**config.mk**
```make
export PLATFORM = sky130hd
export DESIGN_NAME = sumador_arbiter
export DESIGN_NICKNAME = d
export VERILOG_FILES = /design/src/rtl/sumador_pkg.sv /design/src/rtl/sumador_core.sv /design/src/rtl/sumador_arbiter.sv
export SDC_FILE = /design/constraint.sdc
export NUM_CORES = 1
export LEC_CHECK = 0
export BUFFER_PORTS_ARGS = -buffer_cell sky130_fd_sc_hd__buf_2
export CAP_MARGIN = 20
export CORE_UTILIZATION = 50
export CTS_BUF_LIST = sky130_fd_sc_hd__clkbuf_16
export CTS_CLUSTER_DIAMETER = 60
export CTS_CLUSTER_SIZE = 14
export DETAILED_ROUTE_END_ITERATION = 7
export HOLD_SLACK_MARGIN = 0.08
export PLACE_DENSITY = 0.79
export SETUP_SLACK_MARGIN = 0.2
export SKIP_LAST_GASP = 1
export SYNTH_ARGS = -nofsm -noshare
export SYNTH_HDL_FRONTEND = slang
export SYNTH_HIERARCHICAL = 1
export SYNTH_SLANG_ARGS = --single-unit
```
**constraint.sdc**
```tcl
create_clock -name clk -period 3.2 [get_ports clk]
set_input_delay 0.64 -clock clk [delete_from_list [all_inputs] [get_ports clk]]
set_output_delay 0.64 -clock clk [all_outputs]
set_load 0.005 [all_outputs]
```
**src/rtl/sumador_pkg.sv**
```systemverilog
// Shared types and constants for the two-requester arbitrated adder.
package sumador_pkg;

    localparam int DEFAULT_WIDTH = 8;

    typedef enum logic [1:0] {
        IDLE = 2'd0,
        ADD  = 2'd1,
        RESP = 2'd2
    } state_t;

    typedef logic req_id_t;

endpackage

```
**src/rtl/sumador_core.sv**
```systemverilog
// Stateless adder producing a carry-out; saturates on overflow when SUMADOR_SAT_EN is defined.
module sumador_core
    import sumador_pkg::*;
#(
    parameter int WIDTH = DEFAULT_WIDTH
) (
    input  logic [WIDTH-1:0] a,
    input  logic [WIDTH-1:0] b,
    output logic [WIDTH-1:0] sum,
    output logic             carry
);

    logic [WIDTH:0] raw;

    always_comb begin
        raw   = {1'b0, a} + {1'b0, b};
        carry = raw[WIDTH];
`ifdef SUMADOR_SAT_EN
        sum   = carry ? {WIDTH{1'b1}} : raw[WIDTH-1:0];
`else
        sum   = raw[WIDTH-1:0];
`endif
    end

endmodule

```
**src/rtl/sumador_arbiter.sv**
```systemverilog
// Round-robin arbiter in front of a shared adder: IDLE grants, ADD computes, RESP holds the result.
// Optional saturation via SUMADOR_SAT_EN (handled inside sumador_core).
module sumador_arbiter
    import sumador_pkg::*;
#(
    parameter int WIDTH = DEFAULT_WIDTH
) (
    input  logic             clk,
    input  logic             rst,
    input  logic             req0,
    input  logic [WIDTH-1:0] a0,
    input  logic [WIDTH-1:0] b0,
    output logic             gnt0,
    input  logic             req1,
    input  logic [WIDTH-1:0] a1,
    input  logic [WIDTH-1:0] b1,
    output logic             gnt1,
    output logic             res_valid,
    input  logic             res_ready,
    output logic [WIDTH-1:0] res_data,
    output logic             res_carry,
    output logic             res_id
);

    state_t           state, state_nxt;
    req_id_t          last_id, gnt_id;
    logic             grant;
    logic [WIDTH-1:0] op_a, op_b, sum;
    logic             carry;

    sumador_core #(.WIDTH(WIDTH)) u_core (
        .a     (op_a),
        .b     (op_b),
        .sum   (sum),
        .carry (carry)
    );

    always_ff @(posedge clk) begin
        if (rst) state <= IDLE;
        else     state <= state_nxt;
    end

    always_comb begin
        state_nxt = state;
        case (state)
            IDLE:    if (req0 || req1)          state_nxt = ADD;
            ADD:                                state_nxt = RESP;
            RESP:    if (res_ready)             state_nxt = IDLE;
            default:                            state_nxt = IDLE;
        endcase
    end

    // Under contention the requester not served last wins; a lone requester always wins.
    always_comb begin
        grant     = !rst && (state == IDLE) && (req0 || req1);
        if (req0 && req1) gnt_id = ~last_id;
        else              gnt_id = req1;
        gnt0      = grant && (gnt_id == 1'b0);
        gnt1      = grant && (gnt_id == 1'b1);
        res_valid = (state == RESP);
    end

    always_ff @(posedge clk) begin
        if (rst) begin
            last_id   <= 1'b1;
            op_a      <= '0;
            op_b      <= '0;
            res_data  <= '0;
            res_carry <= 1'b0;
            res_id    <= 1'b0;
        end else begin
            if (grant) begin
                op_a    <= gnt_id ? a1 : a0;
                op_b    <= gnt_id ? b1 : b0;
                res_id  <= gnt_id;
                last_id <= gnt_id;
            end
            if (state == ADD) begin
                res_data  <= sum;
                res_carry <= carry;
            end
        end
    end

endmodule
```
# After elaboration in Yosys (flattened, before gate mapping)
# Index checks and enable logic that the tools add are counted.
[totals]
word_cells = 29
register_bits = 29
inputBits = 37
[classes]
add_sub_neg = 1
n_mux = 6
reduce_logical = 9
eq_ne = 4
bitwise_logic = 2
[op_table]
columns = ["cell", "n"]
rows = [
  ["8-bit 2-to-1 mux", 2],
  ["8-bit by 8-bit adder with 9-bit output", 1],
  ["2-bit one-hot mux with 3 select lines", 1],
  ["1-bit logical AND", 5],
  ["2-bit 2-to-1 mux", 2],
  ["2-bit by 1-bit inequality test with 1-bit output (second input constant)", 2],
  ["2-bit by 1-bit equality test with 1-bit output (second input constant)", 1],
  ["2-bit equality test (second input constant)", 1],
  ["2-bit zero test", 1],
  ["1-bit NOT", 2],
  ["2-bit AND reduction", 1],
  ["1-bit zero test", 1],
  ["1-bit logical OR", 1],
  ["1-bit 2-to-1 mux", 1],
]

# Longest topological paths before layout
# Gate-level depths: netlist of run 1.
[logic_depth]
depth_word = 4
ltp_mapped = 8

# By module
# The synthesis of run 1 kept the hierarchy.
[modules_own_cells]
columns = ["mod", "area_each_um2", "cells_each", "instances"]
rows = [
  ["sumador_arbiter", 1300.0, 150, 1],
  ["sumador_core", 324.1, 42, 1],
]

# Worst setup path after synthesis of run 1
# No wires, ideal clock.
[synth_path]
kind = "input port to output port"
startpoint = "input rst"
endpoint = "output gnt1"
arrival_time_ps = 1161
stages = 3
n_path_buf = 0
path_slack_ps = 1399
cell_sequence = "nor3_4 nand3_1 inv_1"
[synth_between]
elab_chain_len = 4
[synth_lines]
columns = ["element", "line_no", "source"]
rows = [
  ["start: declaration", "sumador_arbiter.sv:9", "input logic rst,"],
  ["1-bit zero test", "sumador_arbiter.sv:55", "grant = !rst && (state == IDLE) && (req0 || req1);"],
  ["1-bit logical AND (2 in a row)", "sumador_arbiter.sv:55", ""],
  ["1-bit logical AND", "sumador_arbiter.sv:59", "gnt1 = grant && (gnt_id == 1'b1);"],
  ["end: declaration", "sumador_arbiter.sv:17", "output logic gnt1,"],
]
# Every way passes these cells.

# Final worst setup path of run 1
[layout_path]
startpoint = "input req0"
endpoint = "output gnt1"
[layout_between]
elab_chain_len = 3
elab_cells_between_ends = 5
classes_between = "mux: 1; reduce/logical: 4"
[layout_lines]
columns = ["element", "line_no", "source"]
rows = [
  ["start: declaration", "sumador_arbiter.sv:10", "input logic req0,"],
  ["1-bit logical AND / 1-bit logical OR (equally long branches)", "sumador_arbiter.sv:56, sumador_arbiter.sv:55", ""],
  ["1-bit 2-to-1 mux / 1-bit logical AND (equally long branches)", "sumador_arbiter.sv:56, sumador_arbiter.sv:55", ""],
  ["1-bit logical AND *", "sumador_arbiter.sv:59", ""],
]
# Every way passes the cells marked *; elsewhere a longest branch is shown, timed or not.

==> results of run 1 <==
## critical path, cell delays in order
cell and delay [ps]:
buf_2 130, or2_0 760, nand3_1 200, inv_1 120
buf_2 120
## power by group
group	leakage, nW	internal [mW]	switching (mW)
logic	0.597	0.102	0.127
registers	0.238	0.395	0.0233
clock network	0.0685	0.275	0.138
total	0.903	0.772	0.289
## kinds of logic (layout without fill, tap and decap cells)
logic type      after synthesis  in the layout  synth area share [%]
simple gates                 73             73                  20.0
compound gates               60             60                  29.0
flops                        29             29                  35.7
buf+inv                      16             62                  5.16
fa+ha+maj                     9              9                  7.40
xor+xnor                      4              4                  2.16
mux                           1              1                 0.616
## per-stage QoR
| stage | utilization [%] | hold WS [ps] | power, mW | setup WS [ps] |
|---|---|---|---|---|
| after floorplan | - | 453 | 0.593 | 1400 |
| after global placement | 60.7 | 442 | 0.647 | 648 |
| after detailed placement | 60.7 | 443 | 0.651 | 598 |
| after CTS | 65.0 | 450 | 1.07 | 595 |
| after global routing | 65.0 | 473 | 1.13 | 385 |
| final | 65.0 | 446 | 1.06 | 588 |
## layer usage
metal	wire length [um]	up-vias	global-route usage, %
li1	-	778	-
met1	1550	644	27.9
met2	1590	52	35.6
met3	199	7	6.77
met4	46	0	8.84
met5	0	-	0
## registers in the layout, summed over array words and instances (netlist names)
signal and count:
state 2, last_id 1, op_b 8, op_a 8, res_carry 1, res_data 8, res_id 1
## how the worst max path moves through the flow
stage / to / depth (start not counted) / slack [ps] / from
final: gnt1 / 5 / 590 / req0
after global routing: gnt1 / 5 / 380 / req0
after CTS: gnt1 / 5 / 600 / req0
after detailed placement: gnt1 / 5 / 600 / req0
after global placement: gnt1 / 5 / 650 / req0
after floorplan: gnt1 / 3 / 1400 / rst
## final cells by class
| class | count | area, um2 |
|---|---|---|
| timing repair buffer | 50 | 253 |
| clock inverter | 2 | 7.51 |
| multi-input combinational | 147 | 960 |
| tap | 44 | 55.1 |
| fill | 286 | 1080 |
| sequential | 29 | 581 |
| clock buffer | 5 | 125 |
| inverter | 5 | 18.8 |
## placed cells by master, fill, tap and decap left out, drive strengths merged
cell type  instances
a2111oi            1
nand2b             2
nor2               4
o21ai              2
buf               50
or2                1
a21bo              1
a311o              2
dfxtp             29
o21bai             1
a211o              1
clkinv             1
a21oi             32
a311oi            16
nand2             54
nor4               1
a21boi             1
or3                1
mux2i              1
xnor2              2
clkbuf             5
nor2b              3
ha                 8
inv                6
nand3              3
and2b              1
a221oi             1
nor3               3
xor2               2
fa                 1
a21o               2
==> run_results.csv, run 1 <==
group,metric,value,unit
die,core_area,3080,um2
layout,finalNonFillerCells,282,
synthesis,yosysMostFrequentCell,"nand2_1",
die,dieHeight,59.0,um
timing,fmax,0.383,GHz
pwr,p_leak,0.903,nW
drt,drtPass1Iterations,4,
pwr,ir_worst_vdd,0.000326,V
synthesis,ys_seq_area_share,35.7,%
setup_path,r2r_setup_slack,1360,ps
timing,rsz0062_at_grt,"false",
synthesis,ys_types,36,
global_route,grt_max_degree,31,
timing,tightest_slew,979,ps
clock_network,clockBufferDepth,2,
synthesis,postSynthCellCount,192,
setup_path,critPathMaxFanout,18,
timing,min_period_over_period,81.6,%
clock_network,h-tree-depth,2,
setup_path,cp-start-kind,"input pin",
synthesis,async_flop_share,0,%
min_path,hold_depth,2,
timing,finalHoldViolations,0,
run,drv_cap,0,
timing,setup_viol,0,
min_path,hold_path_class,"register to register",
synthesis,synth-seq-cells,29,
synthesis,ys_warn_count,6,
setup_path,critPathCaptureType,"output pin",
clock_network,cts_root_buffer,"clkbuf_16",
min_path,min_to,"res_data[1]",
layout,final_area,2000,um2
clock_network,cts_tree,"built",
timing,min_period,2610,ps
timing,setup-tns-final,0,ps
drt,drc_errors,0,
drt,drt-total-wl,3380,um
place,gp_congestion,0.827,
drt,avgRoutedWirePerCell,12.0,um
global_route,grt_usage,22.2,%
die,fp.dieArea,3480,um2
clock_network,cts_num_sinks,29,
synthesis,synth_edf_count,0,
clock_network,post_cts.repair.setup_buffers,0,
global_route,grt_overflow,0,
clock_network,cts.clk_slew.worst_paths,40,ps
die,rows,20,
place,hpwl,2540,um
setup_path,reg2reg_depth,7,
min_path,min_from,"res_data[1]",
drt,ant_nets,0,
timing,skew,3.33,ps
layout,antenna_cells,0,
synthesis,yosysTopAreaCell,"dfxtp_1",
clock_network,numCtsBuffers,5,
global_route,grt_pass1_wl,5830,um
place,io_buffer_count,49,
die,start_util,52.8,%
drt,drt_iter0_drc,51,
global_route,grt_antenna_before_repair,0,
clock_network,clock_latency,270,ps
drt,viasPerCell,5.25,
synthesis,synthesis.nets,238,
die,die_x,59.0,um
global_route,grt_pass1_vias,1368,
timing,final-max-slew-violation-count,0,
setup_path,arrival,1970,ps
drt,vias,1481,
status,status,"completed",
synthesis,synth_top_area_share,35.7,%
synthesis,synth_area_leaders,"dfxtp_1 (36%), nand2_1 (12%), a21oi_1 (9.9%), a311oi_2 (9.2%), ha_1 (6.2%)",
timing,max_slew_margin,34.7,%
layout,drive_gt1_share,29.4,%
layout,synthToLayoutAreaGrowth,23.1,%
pwr,power_density,530,nW/um2
setup_path,rr_startpoint,"op_a[4]",
synthesis,syn_area,1620,um2
synthesis,synthTopCellsByCount,"nand2_1 (53), a21oi_1 (32), dfxtp_1 (29)",
synthesis,ys.flop_type,"dfxtp_1",
clock_network,cts_resized,0,
setup_path,crit_type,"input pin to output pin",
layout,final_nets,284,
setup_path,r2r-end,"res_data[7]",
place,post-place-cells,275,
clock_network,hold_buffers,0,
die,ioPinCount,50,
setup_path,cp.required,2560,ps
place,dpl_cell_area,1870,um2
synthesis,syn_avg_cell_area,8.46,um2
Note: power is estimated with default switching activity, not from simulation.
==> run 2, diff against run 1 <==
- ABC_AREA: unset -> 1
- PLACE_DENSITY: 0.79 -> 0.77
- clock period: 3.2 -> 2.5 ns (I/O delays scaled with it)
==> run 2 against run 1 <==
Register-to-register slack lost 510 ps. First-iteration DRC count increased by 7.8%. Synthesized cell count increased by 53%. Sequential share of layout area fell by 3.3 points. Clock skew about the same. Clock power is 29% higher. Critical path depth rose by 1. Combinational power rose by 45%. Wire length shrank 1.3%. Via count is 14% higher. Sequential cell count is the same. Critical path type is now register to output pin. Critical endpoint unchanged. Highest routed layer unchanged.
==> run_results.csv, run 2 <==
group,metric,value,unit
drt,drc_errors,0,
pwr,comb_power_share,23.7,%
drt,drtPass1Iterations,4,
synthesis,synth_top_area_share,31.2,%
timing,final-max-slew-violation-count,0,
pwr,ir_worst_vdd,0.000361,V
clock_network,numCtsBuffers,5,
timing,rsz0062_at_grt,"false",
clock_network,cts_num_sinks,29,
setup_path,r2r_setup_slack,850,ps
global_route,grt_overflow,0,
clock_network,cts_root_buffer,"clkbuf_16",
synthesis,async_flop_share,0,%
setup_path,arrival,1430,ps
layout,reg_top3,"op_a: 8 flops, op_b: 8 flops, res_data: 8 flops",
drt,viasPerCell,4.33,
pwr,sw_frac_of_total,28.4,%
pwr,clockPowerShare,38.0,%
clock_network,h-tree-depth,2,
layout,final_nets,389,
place,dp_slack,602,ps
run,drv_cap,0,
die,core_area,3440,um2
setup_path,critPathMaxFanout,18,
timing,finalHoldViolations,0,
synthesis,ys_types,25,
setup_path,slowest_delay,330,ps
setup_path,crit_buf_inv,2,
layout,final_area,2250,um2
die,rows,21,
clock_network,clockBufferDepth,2,
synthesis,yosysMostFrequentCell,"nand2_1",
timing,fmax,0.519,GHz
synthesis,postSynthCellCount,293,
global_route,grt_max_degree,33,
setup_path,cp.required,2000,ps
timing,setup_ws,574,ps
drt,vias,1684,
drt,drt_iter0_drc,55,
status,status,"completed",
setup_path,cp-start-kind,"register",
synthesis,synth-seq-cells,29,
layout,layout_commonest_cell,"nand2_1",
synthesis,syn_avg_cell_area,6.35,um2
global_route,grt_usage,19.7,%
synthesis,ys_seq_area_share,31.2,%
layout,antenna_cells,0,
layout,multiInputGateArea,1040,um2
setup_path,slowest_stage,"dfxtp_1",
synthesis,synth_edf_count,0,
timing,setup_viol,0,
clock_network,cts_resized,0,
clock_network,cts.clk_slew.worst_paths,50,ps
die,ioPinCount,50,
place,dpl_cell_area,2120,um2
clock_network,clock_latency,270,ps
drt,ant_nets,0,
timing,min_period_over_period,77.0,%
layout,drive_gt1_share,26.5,%
setup_path,crit_type,"register to output pin",
die,die_x,63.0,um
pwr,p_leak,1.33,nW
synthesis,yosysTopAreaCell,"dfxtp_1",
setup_path,critPathCaptureType,"output pin",
clock_network,post_cts.repair.setup_buffers,0,
pwr,power_switching,0.399,mW
drt,drt-total-wl,3340,um
pwr,pwr-share-seq,38.2,%
global_route,grt_pass1_wl,6140,um
setup_path,crit_family,"simple AND/OR/NAND/NOR gates",
layout,synthToLayoutAreaGrowth,21.0,%
layout,final_core_util,65.4,%
synthesis,synthesis.nets,339,
min_path,hold_path_class,"input pin to register",
pwr,internal_power,1.00,mW
layout,layout.area.seq,581,um2
clock_network,cts_tree,"built",
timing,skew,3.67,ps
place,io_buffer_count,49,
timing,min_period,1930,ps
place,hpwl,2560,um
pwr,power_density,623,nW/um2
synthesis,ys_warn_count,6,
synthesis,synthTopCellsByCount,"nand2_1 (84), nor2_1 (61), inv_1 (45)",
synthesis,synth_area_leaders,"dfxtp_1 (31%), nand2_1 (17%), nor2_1 (12%), inv_1 (9.1%), ha_1 (5.4%)",
synthesis,syn_area,1860,um2
layout,fill_cells,331,
die,start_util,54.1,%
place,gp_congestion,0.783,
timing,tightest_slew,365,ps
timing,max_slew_margin,75.6,%
die,fp.dieArea,3970,um2
layout,layout_common_cells,"nand2_1 (84), nor2_1 (61), buf_2 (49)",
drt,avgRoutedWirePerCell,8.59,um
clock_network,hold_buffers,0,
setup_path,crit_chain,"nor2_4, nand2_2, nor2_8, nand2_1, inv_1, buf_2",
die,dieHeight,63.0,um
timing,setup-tns-final,0,ps
global_route,grt_antenna_before_repair,0,
synthesis,ys.flop_type,"dfxtp_1",
global_route,grt_pass1_vias,1489,
[run 2: path summary, 6_finish.rpt]
kind,from,endpoint,depth (start not counted)
setup reg to reg,op_a[0],res_carry,10
hold reg to reg,res_id,res_id,2
hold / removal,rst,res_id,2
setup / recovery,state[1],gnt1,6
[run 2: per-stage QoR]
| step | power, mW | hold slack (ps) | std cells |
|---|---|---|---|
| global route | 1.51 | 440 | 389 |
| global placement | 0.873 | 457 | 382 |
| CTS | 1.42 | 438 | 389 |
| floorplan | 0.801 | 442 | 293 |
| detailed placement | 0.880 | 462 | 382 |
| finish | 1.40 | 440 | 389 |
[run 2: cell type report]
type                            instances  share of cell area [%]
Sequential cell                        29                    25.8
Clock inverter                          2                   0.333
Inverter                               48                    8.00
Multi-Input combinational cell        208                    46.2
Clock buffer                            5                    5.56
Timing Repair Buffer                   51                    11.6
Tap cell                               46                    2.56
[run 2: logic make-up (layout without fill, tap and decap cells)]
| family | Yosys count | in the layout | synth area share [%] |
|---|---|---|---|
| AND/OR/NAND/NOR | 182 | 182 | 44.3 |
| buffers and inverters | 56 | 106 | 12.9 |
| flip-flops | 29 | 29 | 31.2 |
| AO/OA/AOI/OAI | 14 | 14 | 3.76 |
| adder cells (fa/ha/maj) | 9 | 9 | 6.45 |
| XOR/XNOR | 3 | 3 | 1.41 |
[run 2: worst reg2reg max path: cells and delay by family, from the launching register on]
family / cells / cell delay [ps]
AO/OA/AOI/OAI: 1 / 130
adder cells (fa/ha/maj): 2 / 620
flip-flops: 1 / 310
AND/OR/NAND/NOR: 7 / 490
[run 2: power groups by stage]
stage	registers [mW]	logic, mW	clock network [mW]
2_1_floorplan	0.543	0.258	0
6_report	0.537	0.333	0.534
5_1_grt	0.543	0.390	0.572
3_5_place_dp	0.546	0.334	0
3_3_place_gp	0.544	0.329	0
4_1_cts	0.538	0.337	0.548
[run 2: layer usage]
layer	wire length [um]	share of wire, %	up-vias	global-route usage, %
li1	-	-	955	-
met1	1640	49	680	24.6
met2	1520	46	45	31.7
met3	140	4.2	4	5.47
met4	39	1.2	0	7.85
met5	0	0	-	0
